<file path="config.mk">
export PLATFORM = sky130hd
export DESIGN_NAME = centroid_accumulator_flat
export DESIGN_NICKNAME = d
export VERILOG_FILES = /design/src/rtl/centroid_accumulator_if.sv /design/src/rtl/centroid_accumulator.sv /design/src/flat_wrapper.sv
export SDC_FILE = /design/constraint.sdc
export NUM_CORES = 1
export LEC_CHECK = 0
export ABC_CLOCK_PERIOD_IN_PS = 3700
export CAP_MARGIN = 20
export CORE_UTILIZATION = 60
export CTS_BUF_LIST = sky130_fd_sc_hd__clkbuf_4 sky130_fd_sc_hd__clkbuf_8
export DETAILED_ROUTE_END_ITERATION = 10
export PLACE_DENSITY = 0.8
export SYNTH_ARGS = -nofsm -noshare
export SYNTH_HDL_FRONTEND = slang
export SYNTH_SLANG_ARGS = --single-unit
</file>
<file path="constraint.sdc">
create_clock -name clk -period 3.7 [get_ports clk]
set_input_delay 0.555 -clock clk [delete_from_list [all_inputs] [get_ports clk]]
set_output_delay 0.555 -clock clk [all_outputs]
set_load 0.005 [all_outputs]
</file>
<file path="src/rtl/centroid_accumulator_if.sv">
// Request/response bus between centroid_accumulator (master) and the shared
// sequential divider (slave).
interface centroid_accumulator_if #(
    parameter int DIV_WIDTH = 13
);
    logic                 div_start;
    logic                 div_sign;
    logic [DIV_WIDTH-1:0] div_dividend;
    logic [DIV_WIDTH-1:0] div_divisor;
    logic [DIV_WIDTH-1:0] div_quotient;
    logic                 div_ready;

    modport master (
        output div_start, div_sign, div_dividend, div_divisor,
        input  div_quotient, div_ready
    );

    modport slave (
        input  div_start, div_sign, div_dividend, div_divisor,
        output div_quotient, div_ready
    );
endinterface

</file>
<file path="src/rtl/centroid_accumulator.sv">
// Frame centroid engine: sums hit-pixel coordinates per frame, then divides by the hit
// count on the shared divider. Define CENTROID_ROUND_EN for round-to-nearest quotients.
module centroid_accumulator #(
    parameter int COORD_WIDTH = 11,
    parameter int CNT_WIDTH   = 19,
    parameter int SUM_WIDTH   = 28,
    parameter int DIV_WIDTH   = 13
) (
    input  logic                   clk,
    input  logic                   reset,
    input  logic                   pixel_valid_i,
    input  logic                   pixel_hit_i,
    input  logic [COORD_WIDTH-1:0] x_i,
    input  logic [COORD_WIDTH-1:0] y_i,
    input  logic                   frame_end_i,
    centroid_accumulator_if.master div_if,
    output logic [COORD_WIDTH-1:0] cx_o,
    output logic [COORD_WIDTH-1:0] cy_o,
    output logic                   found_o,
    output logic                   result_valid_o,
    output logic                   busy_o,
    output logic                   overrun_o
);

    typedef enum logic [2:0] {
        IDLE, NORM_X, START_X, WAIT_X, NORM_Y, START_Y, WAIT_Y, DONE
    } state_e;

`ifdef CENTROID_ROUND_EN
    localparam logic ROUND = 1'b1;
`else
    localparam logic ROUND = 1'b0;
`endif

    state_e                 state_q, state_d;
    logic [SUM_WIDTH-1:0]   sum_x_q, sum_x_d, sum_y_q, sum_y_d;
    logic [CNT_WIDTH-1:0]   cnt_q, cnt_d;
    logic [SUM_WIDTH-1:0]   snap_y_q, snap_y_d;
    logic [CNT_WIDTH-1:0]   snap_cnt_q, snap_cnt_d;
    logic [SUM_WIDTH-1:0]   num_q, num_d;
    logic [CNT_WIDTH-1:0]   den_q, den_d;
    logic [DIV_WIDTH-1:0]   dividend_q, dividend_d, divisor_q, divisor_d;
    logic [COORD_WIDTH-1:0] qx_q, qx_d, cx_q, cx_d, cy_q, cy_d;
    logic                   found_q, found_d, overrun_q, overrun_d;

    logic                   hit;
    logic [SUM_WIDTH-1:0]   tot_x, tot_y;
    logic [CNT_WIDTH-1:0]   tot_cnt;
    logic                   need_shift;
    logic                   unused_quot_bits;

    // Adding half the count before dividing turns truncation into round-half-up.
    function automatic logic [SUM_WIDTH-1:0] seed_num(input logic [SUM_WIDTH-1:0] snap,
                                                      input logic [CNT_WIDTH-1:0] cnt);
        return snap + (ROUND ? SUM_WIDTH'(cnt >> 1) : '0);
    endfunction

    assign hit        = pixel_valid_i & pixel_hit_i;
    assign tot_x      = sum_x_q + (hit ? SUM_WIDTH'(x_i) : '0);
    assign tot_y      = sum_y_q + (hit ? SUM_WIDTH'(y_i) : '0);
    assign tot_cnt    = cnt_q + CNT_WIDTH'(hit);
    assign need_shift = (|num_q[SUM_WIDTH-1:DIV_WIDTH]) || (|den_q[CNT_WIDTH-1:DIV_WIDTH]);

    // Coordinates fit in COORD_WIDTH, so the quotient's top bits are always zero.
    assign unused_quot_bits = ^div_if.div_quotient[DIV_WIDTH-1:COORD_WIDTH];

    assign div_if.div_start    = (state_q == START_X) || (state_q == START_Y);
    assign div_if.div_sign     = 1'b0;
    assign div_if.div_dividend = dividend_q;
    assign div_if.div_divisor  = divisor_q;
    assign cx_o                = cx_q;
    assign cy_o                = cy_q;
    assign found_o             = found_q;
    assign result_valid_o      = (state_q == DONE);
    assign busy_o              = (state_q != IDLE);
    assign overrun_o           = overrun_q;

    always_comb begin
        // NOTE: every _d gets a hold default first so no path leaves a variable
        // unassigned, which would otherwise infer a latch.
        state_d    = state_q;
        sum_x_d    = tot_x;
        sum_y_d    = tot_y;
        cnt_d      = tot_cnt;
        snap_y_d   = snap_y_q;
        snap_cnt_d = snap_cnt_q;
        num_d      = num_q;
        den_d      = den_q;
        dividend_d = dividend_q;
        divisor_d  = divisor_q;
        qx_d       = qx_q;
        cx_d       = cx_q;
        cy_d       = cy_q;
        found_d    = found_q;
        overrun_d  = frame_end_i && (state_q != IDLE);

        if (frame_end_i) begin
            sum_x_d = '0;
            sum_y_d = '0;
            cnt_d   = '0;
        end

        case (state_q)
            IDLE: begin
                if (frame_end_i) begin
                    snap_y_d   = tot_y;
                    snap_cnt_d = tot_cnt;
                    num_d      = seed_num(tot_x, tot_cnt);
                    den_d      = tot_cnt;
                    state_d    = NORM_X;
                end
            end
            NORM_X, NORM_Y: begin
                if (state_q == NORM_X && snap_cnt_q == '0) begin
                    cx_d    = '0;
                    cy_d    = '0;
                    found_d = 1'b0;
                    state_d = DONE;
                end else if (need_shift) begin
                    // Scaling both operands together keeps the ratio while fitting the divider.
                    num_d = num_q >> 1;
                    den_d = den_q >> 1;
                end else begin
                    dividend_d = num_q[DIV_WIDTH-1:0];
                    divisor_d  = den_q[DIV_WIDTH-1:0];
                    state_d    = (state_q == NORM_X) ? START_X : START_Y;
                end
            end
            START_X: state_d = WAIT_X;
            START_Y: state_d = WAIT_Y;
            WAIT_X: begin
                if (div_if.div_ready) begin
                    qx_d    = div_if.div_quotient[COORD_WIDTH-1:0];
                    num_d   = seed_num(snap_y_q, snap_cnt_q);
                    den_d   = snap_cnt_q;
                    state_d = NORM_Y;
                end
            end
            WAIT_Y: begin
                if (div_if.div_ready) begin
                    cx_d    = qx_q;
                    cy_d    = div_if.div_quotient[COORD_WIDTH-1:0];
                    found_d = 1'b1;
                    state_d = DONE;
                end
            end
            DONE:    state_d = IDLE;
            default: state_d = IDLE;
        endcase
    end

    // NOTE: sequential state is written only with non-blocking assignments so every
    // register samples the pre-edge values, independent of process ordering.
    always_ff @(posedge clk) begin
        if (reset) state_q <= IDLE;
        else       state_q <= state_d;
    end

    always_ff @(posedge clk) begin
        // NOTE: every register here, including snapshots and work registers, is reset so a
        // reset mid-division leaves no stale operands or results behind.
        if (reset) begin
            sum_x_q    <= '0;
            sum_y_q    <= '0;
            cnt_q      <= '0;
            snap_y_q   <= '0;
            snap_cnt_q <= '0;
            num_q      <= '0;
            den_q      <= '0;
            dividend_q <= '0;
            divisor_q  <= '0;
            qx_q       <= '0;
            cx_q       <= '0;
            cy_q       <= '0;
            found_q    <= 1'b0;
            overrun_q  <= 1'b0;
        end else begin
            sum_x_q    <= sum_x_d;
            sum_y_q    <= sum_y_d;
            cnt_q      <= cnt_d;
            snap_y_q   <= snap_y_d;
            snap_cnt_q <= snap_cnt_d;
            num_q      <= num_d;
            den_q      <= den_d;
            dividend_q <= dividend_d;
            divisor_q  <= divisor_d;
            qx_q       <= qx_d;
            cx_q       <= cx_d;
            cy_q       <= cy_d;
            found_q    <= found_d;
            overrun_q  <= overrun_d;
        end
    end

endmodule
</file>
<file path="src/flat_wrapper.sv">
// flat-port wrapper written by rule: the top's interface ports become plain ports
module centroid_accumulator_flat 
#(
    parameter int COORD_WIDTH = 11,
    parameter int CNT_WIDTH   = 19,
    parameter int SUM_WIDTH   = 28,
    parameter int DIV_WIDTH   = 13
)
  (clk, reset, pixel_valid_i, pixel_hit_i, x_i, y_i, frame_end_i, cx_o, cy_o, found_o, result_valid_o, busy_o, overrun_o, div_if_div_start, div_if_div_sign, div_if_div_dividend, div_if_div_divisor, div_if_div_quotient, div_if_div_ready);
  centroid_accumulator_if #(.DIV_WIDTH(DIV_WIDTH)) div_if_i ();
  input  logic clk;
  input  logic reset;
  input  logic pixel_valid_i;
  input  logic pixel_hit_i;
  input  logic [COORD_WIDTH-1:0] x_i;
  input  logic [COORD_WIDTH-1:0] y_i;
  input  logic frame_end_i;
  output logic [COORD_WIDTH-1:0] cx_o;
  output logic [COORD_WIDTH-1:0] cy_o;
  output logic found_o;
  output logic result_valid_o;
  output logic busy_o;
  output logic overrun_o;
  output wire logic [$bits(div_if_i.div_start)-1:0] div_if_div_start;
  output wire logic [$bits(div_if_i.div_sign)-1:0] div_if_div_sign;
  output wire logic [$bits(div_if_i.div_dividend)-1:0] div_if_div_dividend;
  output wire logic [$bits(div_if_i.div_divisor)-1:0] div_if_div_divisor;
  input wire logic [$bits(div_if_i.div_quotient)-1:0] div_if_div_quotient;
  input wire logic [$bits(div_if_i.div_ready)-1:0] div_if_div_ready;
  assign div_if_div_start = div_if_i.div_start;
  assign div_if_div_sign = div_if_i.div_sign;
  assign div_if_div_dividend = div_if_i.div_dividend;
  assign div_if_div_divisor = div_if_i.div_divisor;
  assign div_if_i.div_quotient = div_if_div_quotient;
  assign div_if_i.div_ready = div_if_div_ready;
  centroid_accumulator #(.COORD_WIDTH(COORD_WIDTH), .CNT_WIDTH(CNT_WIDTH), .SUM_WIDTH(SUM_WIDTH), .DIV_WIDTH(DIV_WIDTH)) u_core (.clk(clk), .reset(reset), .pixel_valid_i(pixel_valid_i), .pixel_hit_i(pixel_hit_i), .x_i(x_i), .y_i(y_i), .frame_end_i(frame_end_i), .div_if(div_if_i), .cx_o(cx_o), .cy_o(cy_o), .found_o(found_o), .result_valid_o(result_valid_o), .busy_o(busy_o), .overrun_o(overrun_o));
endmodule
</file>
==> flow_summary.toml, run 1 <==
[global_route]
overflow = 0
antenna_found_initial = 0
use_met2 = 0.462
met1_usage = 0.421
track_usage = 0.302
grt_start_max_net_pins = 92
grt.busiest_layer = "met2"
first_global_vias = 8822
grt_pass1_wl_mm = 44.1
grt_use_met3 = 0.0541

[floorplanning]
start_util = 0.613
num_rows = 48
design.die.area_um2 = 18200
die_y_um = 135
pin_count = 95
core_area_um2 = 17300
die_w_um = 135

[detailed_routing]
drt-vias-per-instance = 5.98
drtIter0Drc = 978
firstDrtPassIters = 6
wl_per_cell_um = 17.0
drc = 0
finalWirelength_mm = 27.1
ant_nets = 0
via_count = 9574

[yosys]
yosys_register_bits = 233
syn_inst = 1268
synthArstFlopShare = 0
synthTopCellsByArea = "dfxtp_1, nor2_1, nand2_1"
yosysTopAreaCell = "dfxtp_1"
synth_top_family_by_area = "simple AND/OR/NAND/NOR gates"
muxShareOfSynthArea = 0.00212
synth_nets = 1335
yosys.area_share.simple = 0.226
syn_area_per_cell_um2 = 8.36
synth_edf_count = 0
synth_ff_type = "dfxtp_1"
synthAdderAreaFrac = 0.0321
netlist_area_um2 = 10600
synth-xor-area-share = 0.0520
synth.distinct_cells = 75
synth_warnings = 0
ys_seq_area_frac = 0.440
yosys.cell_count.top_type = "dfxtp_1"
yosys-top-cells-count = "dfxtp_1, nor2_1, nand2_1, a21oi_1, clkbuf_1"
synth_top_area_frac = 0.440
synth_compound_area_frac = 0.206

[power_and_ir_drop]
p_leak_uw = 0.00465
power.density_nw_per_um2 = 639
peakVddDrop_mv = 0.420

[cts]
post-cts-setup-buffer-count = 0
path_clk_slew_ns = 0.06
postCtsHoldBufs = 0
clockBufferDepth = 3
htreeDepth = 2
cts-resized-gates = 0
tritoncts = "yes"
numClockSinks = 233
clock_latency_ns = 0.53
numCtsBuffers = 39
root_buffer = "clkbuf_8"

[worst_setup_path]
r2r_start = "u_core.state_q[0]"
required_ns = 4.07
cp-end-kind = "flop"
worst_path_most_repeated_cell = "buf_4"
cp_max_fo = 7
arrival_ns = 3.50
path_delay_family = "compound AO/OA/AOI/OAI gates"
path_class = "in2reg"
worst_setup_path_start_kind = "input pin"
setup.worst_path.start = "pixel_valid_i"
cp_cell_sequence = "clkdlybuf4s50_1, buf_4, and3_1, ha_1, nand4_1, or2_1, o21ai_1, buf_4, a21oi_1, a31oi_1, a311oi_1"
crit_path_max_incr_delay_ns = 0.53
critPathSlowestCell = "o21ai_1"
path_buf_inv = 3

[sta]
setup_viol = 0
hold_viol = 0
tightest_slew_ns = 1.08
fin_crit_sh = 0.845
slew_headroom = 0.281
finClkSkew_ns = 0.0203
slew_violations = 0
max_freq_mhz = 320
rsz0062_at_grt = "no"
holdWs_ns = 0.449
setup_tns_ns = 0
min_period_ns = 3.13

[layout]
fill_cells = 1389
drive_gt1_frac = 0.110
syn_to_final_growth_pct = 18.3
multi_input_area_um2 = 5520
antenna_cells = 0
final_nets = 1415
postLayoutCellArea_um2 = 12500
seqCellArea_um2 = 4660
final_util = 0.725

[placed_design]
postPlaceCellArea_um2 = 11700
gp_congestion = 0.864
dp_hpwl_mm = 18.6
io_buffers = 91

[job]
timing.max_cap.violations = 0

[hold_path]
min-delay-start = "u_core.div_if.div_dividend[2]"
min_path_type = "reg2reg"

[status]
status = "finished clean"
-- registers in the layout (all words and copies together) (netlist names) --
register and cells:
u_core.num_q 28, u_core.snap_y_q 28, u_core.sum_x_q 28, u_core.sum_y_q 28
u_core.cnt_q 19, u_core.den_q 19, u_core.snap_cnt_q 19, u_core.div_if.div_dividend 13
u_core.div_if.div_divisor 13, u_core.cx_o 11, u_core.cy_o 11, u_core.qx_q 11
u_core.state_q 3, u_core.found_o 1, u_core.overrun_o 1
-- final timing paths --
path,endpoint,slack [ns],cells after the start
setup / recovery,u_core.num_q[17],0.57,11
hold / removal,u_core.div_if.div_dividend[2],0.45,2
setup reg to reg,u_core.num_q[10],0.89,7
hold reg to reg,u_core.div_if.div_dividend[2],0.45,2
-- area by class of cell --
class	instances	share of cell area
clock inverters	2	0.000798
clock buffers	66	0.0645
flip-flops and latches	233	0.372
well taps	225	0.0224
inverters	14	0.00419
repair buffers	127	0.0960
multi-input cells	933	0.440
-- kinds of logic after synthesis --
family | Yosys count
muxes | 2
adders and majority gates | 26
DFF | 233
AOI/OAI and AO/OA | 311
and+or+nand+nor | 530
xor gates and xnor gates | 63
buffers and inverters | 102
other | 1
-- cells in the final DEF (no fill, tap or decap), types with 35 or more instances in the layout --
master           synthesis  routed
clkbuf_8                 0      50
xor2_1                  35      35
nand3_1                 46      46
clkdlybuf4s50_1          0      90
dfxtp_1                233     233
nand2_1                175     175
buf_4                    4      35
nor2_1                 182     181
a21oi_1                117     115
a211oi_1                46      46
-- worst register-to-register path, delay by kind of cell, from the launching register on --
| family | cells | cell delay [ns] |
|---|---|---|
| AOI/OAI and AO/OA | 4 | 1.49 |
| DFF | 1 | 0.64 |
| buffers and inverters | 1 | 0.31 |
| and+or+nand+nor | 2 | 0.31 |
-- metrics by stage --
step | instances | total power (µW) | setup WS (ns)
floorplan | 1268 | 4950 | 0.655
global placement | 1532 | 5560 | 0.166
detailed placement | 1532 | 5620 | 0.104
CTS | 1600 | 7980 | 0.642
global route | 1600 | 8420 | 0.397
finish | 1600 | 8020 | 0.573
-- report_power, final --
group / total (µW) / leakage [µW] / internal (µW) / switching [µW]
Combinational: 2420 / 0.00232 / 911 / 1510
Sequential: 3220 / 0.00189 / 2870 / 355
Clock: 2380 / 0.000441 / 1370 / 1010
Total: 8020 / 0.00465 / 5140 / 2880
-- routing by layer --
| layer | wire length [µm] | share of wire |
|---|---|---|
| met3 | 2390 | 0.088 |
| met2 | 11800 | 0.44 |
| met4 | 950 | 0.035 |
| met5 | 0 | 0 |
| met1 | 11900 | 0.44 |
Note: power is estimated with default switching activity, not from simulation.
==> inputs of run 2 (changes only) <==
--- a/config.mk
+++ b/config.mk
@@ -5,7 +5,7 @@
 export SDC_FILE = /design/constraint.sdc
 export NUM_CORES = 1
 export LEC_CHECK = 0
-export ABC_CLOCK_PERIOD_IN_PS = 3700
+export ABC_CLOCK_PERIOD_IN_PS = 2900
 export CAP_MARGIN = 20
 export CORE_UTILIZATION = 60
 export CTS_BUF_LIST = sky130_fd_sc_hd__clkbuf_4 sky130_fd_sc_hd__clkbuf_8
==> constraint.sdc (replaced) <==
create_clock -name clk -period 2.9 [get_ports clk]
set_input_delay 0.435 -clock clk [delete_from_list [all_inputs] [get_ports clk]]
set_output_delay 0.435 -clock clk [all_outputs]
set_load 0.005 [all_outputs]
==> run 2 against run 1 <==
  * Largest power group unchanged
  * Critical path type unchanged
  * First-iteration DRC count down 20%
  * Design area up 5.2%
  * Cell count is 4.4% higher
  * Clock skew is 0.0043 ns higher
==> flow_summary.toml, run 2 (synthesized netlist as in run 1, its figures left out) <==
[sta]
holdWs_ns = 0.305
setup_viol = 0
slew_headroom = 0.456
fin_crit_sh = 0.953
hold_viol = 0
tightest_slew_ns = 0.817
setup_slack_ns = 0.135
max_freq_mhz = 362
slew_violations = 0
min_period_ns = 2.76
setup_tns_ns = 0
finClkSkew_ns = 0.0246
rsz0062_at_grt = "no"

[floorplanning]
die_w_um = 135
core_area_um2 = 17300
die_y_um = 135
start_util = 0.613
num_rows = 48
design.die.area_um2 = 18200
pin_count = 95

[global_route]
track_usage = 0.314
grt_start_max_net_pins = 71
grt.busiest_layer = "met2"
overflow = 0
use_met2 = 0.487
met1_usage = 0.418
first_global_vias = 9198
antenna_found_initial = 0
grt_pass1_wl_mm = 45.5
grt_use_met3 = 0.0631

[placed_design]
io_buffers = 91
postPlaceCellArea_um2 = 12300
gp_congestion = 0.891
dp_hpwl_mm = 19.9
place_ws_ns = -0.549

[hold_path]
min_path_type = "in2reg"
min_path_cells = 2
min-delay-start = "reset"
whs_endpoint = "u_core.num_q[0]"

[cts]
clockBufferDepth = 3
path_clk_slew_ns = 0.06
tritoncts = "yes"
htreeDepth = 2
root_buffer = "clkbuf_8"
clock_latency_ns = 0.53
numClockSinks = 233
post-cts-setup-buffer-count = 0
postCtsHoldBufs = 0
numCtsBuffers = 38

[layout]
postLayoutCellArea_um2 = 13200
final_nets = 1487
drive_gt1_frac = 0.155
layout_common_cells = "dfxtp_1, nor2_1, nand2_1, a21oi_1, buf_4"
antenna_cells = 0
multi_input_area_um2 = 5540
syn_to_final_growth_pct = 24.4
layout_commonest_cell = "dfxtp_1"
seqCellArea_um2 = 4660
fill_cells = 1249

[worst_setup_path]
arrival_ns = 3.17
worstReg2RegEnd = "u_core.num_q[18]"
path_class = "in2reg"
cp-end-kind = "flop"
r2r_start = "u_core.sum_x_q[0]"
worst_setup_path_start_kind = "input pin"
rrSetupSlack_ns = 0.36
cp_max_fo = 5
reg2regPathDepth = 11
required_ns = 3.31

[detailed_routing]
firstDrtPassIters = 9
ant_nets = 0
drc = 0
wl_per_cell_um = 17.4
drtIter0Drc = 786
drt-vias-per-instance = 5.96
via_count = 9953
finalWirelength_mm = 29.0

[power_and_ir_drop]
peakVddDrop_mv = 0.588
power.density_nw_per_um2 = 810
p_total_uw = 10700
p_leak_uw = 0.00504

[status]
status = "finished clean"

[job]
timing.max_cap.violations = 0
-- run 2: cell count changes in the layout (fill, tap and decap cells not counted), sizes merged --
cell and delta:
clkinvlp +1, clkdlybuf4s50 -2, dlymetal6s2s +2, bufinv +4
clkbuf -8, buf +73
-- run 2: how the worst max path moves through the flow --
stage	start	end	cells past startpoint
final	x_i[0]	u_core.num_q[18]	13
after floorplan	pixel_valid_i	u_core.num_q[20]	12
after global routing	x_i[0]	u_core.num_q[12]	13
after detailed placement	pixel_valid_i	u_core.num_q[20]	12
after CTS	pixel_hit_i	u_core.snap_y_q[13]	13
after global placement	pixel_hit_i	u_core.num_q[20]	12
-- run 2: stage by stage --
step / utilization / instances
after CTS: 0.761 / 1670
after detailed placement: 0.712 / 1605
after global placement: 0.712 / 1605
final: 0.763 / 1670
after global routing: 0.763 / 1670
after floorplan: - / 1268
-- run 2: routing by layer --
layer | part of all wire | routed length [µm]
met5 | 0 | 0
met3 | 0.084 | 2420
met2 | 0.45 | 13000
met4 | 0.037 | 1080
met1 | 0.43 | 12400
-- run 2: repair_timing --
action	CTS	global route
gates resized for setup	0	8
endpoints found under the setup margin	2	41
pin swaps	3	6
-- run 2: layout make-up --
type	instances	share of cell area
inverter	14	0.00398
timing repair buffer	200	0.136
multi-input combinational	933	0.420
tap	225	0.0213
clock buffer	58	0.0548
sequential	233	0.354
clock inverter	7	0.0104
-- run 2: worst max-delay path: stages --
cell,delay (ns)
clkdlybuf4s50_1,0.45
and3_1,0.16
ha_1,0.18
inv_1,0.06
fa_1,0.41
nor2b_2,0.16
o31a_1,0.24
o21bai_4,0.11
buf_4,0.17
a21oi_1,0.21
xor2_1,0.12
a222oi_1,0.36
a211oi_2,0.12
-- run 2: power by group --
group / switching [µW] / internal [µW]
clock network: 1280 / 1940
registers: 431 / 3660
logic: 2050 / 1320
==> inputs of run 3 (changes only) <==
--- a/config.mk
+++ b/config.mk
@@ -11,6 +11,7 @@
 export CTS_BUF_LIST = sky130_fd_sc_hd__clkbuf_4 sky130_fd_sc_hd__clkbuf_8
 export DETAILED_ROUTE_END_ITERATION = 10
 export PLACE_DENSITY = 0.8
+export SKIP_CTS_REPAIR_TIMING = 1
 export SYNTH_ARGS = -nofsm -noshare
 export SYNTH_HDL_FRONTEND = slang
 export SYNTH_SLANG_ARGS = --single-unit
==> run 3 against run 2 <==
  * Clock power barely moved
  * Cell count did not move
  * Combinational power about the same
  * Count of clock-buffer cells in the layout unchanged
  * Sequential share of layout area did not move
  * Design area unchanged
  * Register-to-register slack about the same
  * Routed wire length is 0.13% higher
  * Die area did not move
  * Core utilization is the same
  * Flip-flop and latch count stayed put
  * Critical path type unchanged
==> flow_summary.toml, run 3 (synthesized netlist as in run 1, its figures left out) <==
[floorplanning]
pin_count = 95
design.die.area_um2 = 18200
num_rows = 48
die_w_um = 135
core_area_um2 = 17300
die_y_um = 135
start_util = 0.613

[cts]
clock_latency_ns = 0.53
tritoncts = "yes"
path_clk_slew_ns = 0.06
numCtsBuffers = 38
htreeDepth = 2
clockBufferDepth = 3
root_buffer = "clkbuf_8"
numClockSinks = 233

[detailed_routing]
drt-vias-per-instance = 5.96
via_count = 9956
highest_layer = "met4"
finalWirelength_mm = 29.0
wl_met1_mm = 12.6
firstDrtPassIters = 6
met3_length_mm = 2.36
wl_met2_mm = 13.0
ant_nets = 0
drtIter0Drc = 897
drc = 0
wl_per_cell_um = 17.4

[power_and_ir_drop]
p_clk_frac = 0.302
p_comb_frac = 0.316
power.density_nw_per_um2 = 810
switching_power_uw = 3770
seqPwrFrac = 0.382
netSwitchingFraction = 0.353
p_leak_uw = 0.00504
power.internal_uw = 6920
peakVddDrop_mv = 0.590

[worst_setup_path]
critPathSlowestCell = "clkdlybuf4s50_1"
crit_path_max_incr_delay_ns = 0.45
reg2regPathDepth = 10
cp-end-kind = "flop"
cp_max_fo = 5
required_ns = 3.31
r2r_start = "u_core.sum_x_q[0]"
cp_cell_sequence = "clkdlybuf4s50_1, and3_1, ha_1, inv_1, fa_1, nor2b_2, o31a_1, o21bai_4, a2111oi_4, xnor2_1, a222oi_1, a211oi_2"
rrSetupSlack_ns = 0.36
path_class = "in2reg"
worstReg2RegEnd = "u_core.num_q[20]"
arrival_ns = 3.16
worst_setup_path_start_kind = "input pin"

[sta]
slew_violations = 0
max_freq_mhz = 363
finClkSkew_ns = 0.0274
tightest_slew_ns = 0.832
holdWs_ns = 0.309
setup_viol = 0
setup_tns_ns = 0
rsz0062_at_grt = "no"
slew_headroom = 0.445
fin_crit_sh = 0.950
min_period_ns = 2.75
hold_viol = 0

[hold_path]
min_path_type = "in2reg"
min_path_cells = 2
min-delay-start = "reset"
whs_endpoint = "u_core.num_q[0]"

[global_route]
grt_pass1_wl_mm = 45.5
first_global_vias = 9195
track_usage = 0.314
antenna_found_initial = 0
grt_start_max_net_pins = 71
overflow = 0

[layout]
final_nets = 1487
syn_to_final_growth_pct = 24.4
drive_gt1_frac = 0.155
antenna_cells = 0
layout_common_cells = "dfxtp_1, nor2_1, nand2_1, a21oi_1, buf_4"
layout_commonest_cell = "dfxtp_1"
layoutNonFillerInstCount = 1670

[status]
status = "finished clean"

[placed_design]
dp_hpwl_mm = 19.9
io_buffers = 91
dp.cells = 1605
gp_congestion = 0.891

[job]
timing.max_cap.violations = 0
[run 3: cell counts in the layout (fill, tap and decap cells not counted)]
Identical to the previous run, type by type.
[run 3: stage by stage]
step           total power (µW)  worst slack [ns]  cell area, µm²  utilization
2_1_floorplan              6320            0.0268           10600            -
3_3_place_gp               7300            -0.425           12300        0.712
3_5_place_dp               7410            -0.549           12300        0.712
4_1_cts                   10600           -0.0409           13200        0.761
5_1_grt                   11200            0.0281           13200        0.763
6_report                  10700             0.146           13200        0.763
[run 3: per-layer routing]
metal | GRT usage | up-vias
met2 | 0.487 | 369
met1 | 0.418 | 4728
li1 | - | 4783
met5 | 0 | -
met4 | 0.155 | 0
met3 | 0.0631 | 76
[run 3: power groups by stage]
| stage | Sequential, µW | Clock [µW] | Combinational (µW) |
|---|---|---|---|
| 4_1_cts | 4060 | 3260 | 3320 |
| 5_1_grt | 4110 | 3420 | 3650 |
| 6_report | 4090 | 3230 | 3380 |
| 3_3_place_gp | 4110 | 0 | 3190 |
| 2_1_floorplan | 3930 | 0 | 2390 |
| 3_5_place_dp | 4120 | 0 | 3290 |
[run 3: worst max-delay path by stage]
stage	start	slack [ns]	cells after the start	end
4_1_cts	pixel_valid_i	-0.04	12	u_core.num_q[20]
6_report	x_i[0]	0.15	12	u_core.num_q[20]
5_1_grt	x_i[0]	0.03	12	u_core.num_q[20]
2_1_floorplan	pixel_valid_i	0.03	12	u_core.num_q[20]
3_3_place_gp	pixel_hit_i	-0.43	12	u_core.num_q[20]
3_5_place_dp	pixel_valid_i	-0.55	12	u_core.num_q[20]
[run 3: critical path: cells and delay by family]
family	cells	cell delay (ns)
buf+inv	2	0.51
fa+ha+maj	2	0.59
compound gates	5	1.18
simple gates	2	0.32
xor+xnor	1	0.14
[run 3: area by class of cell]
| type | instances | area, µm² |
|---|---|---|
| clock buffers | 58 | 723 |
| repair buffers | 200 | 1790 |
| flip-flops and latches | 233 | 4660 |
| well taps | 225 | 282 |
| multi-input cells | 933 | 5540 |
| clock inverters | 7 | 138 |
| fillers | 1249 | 4110 |
| inverters | 14 | 52.6 |
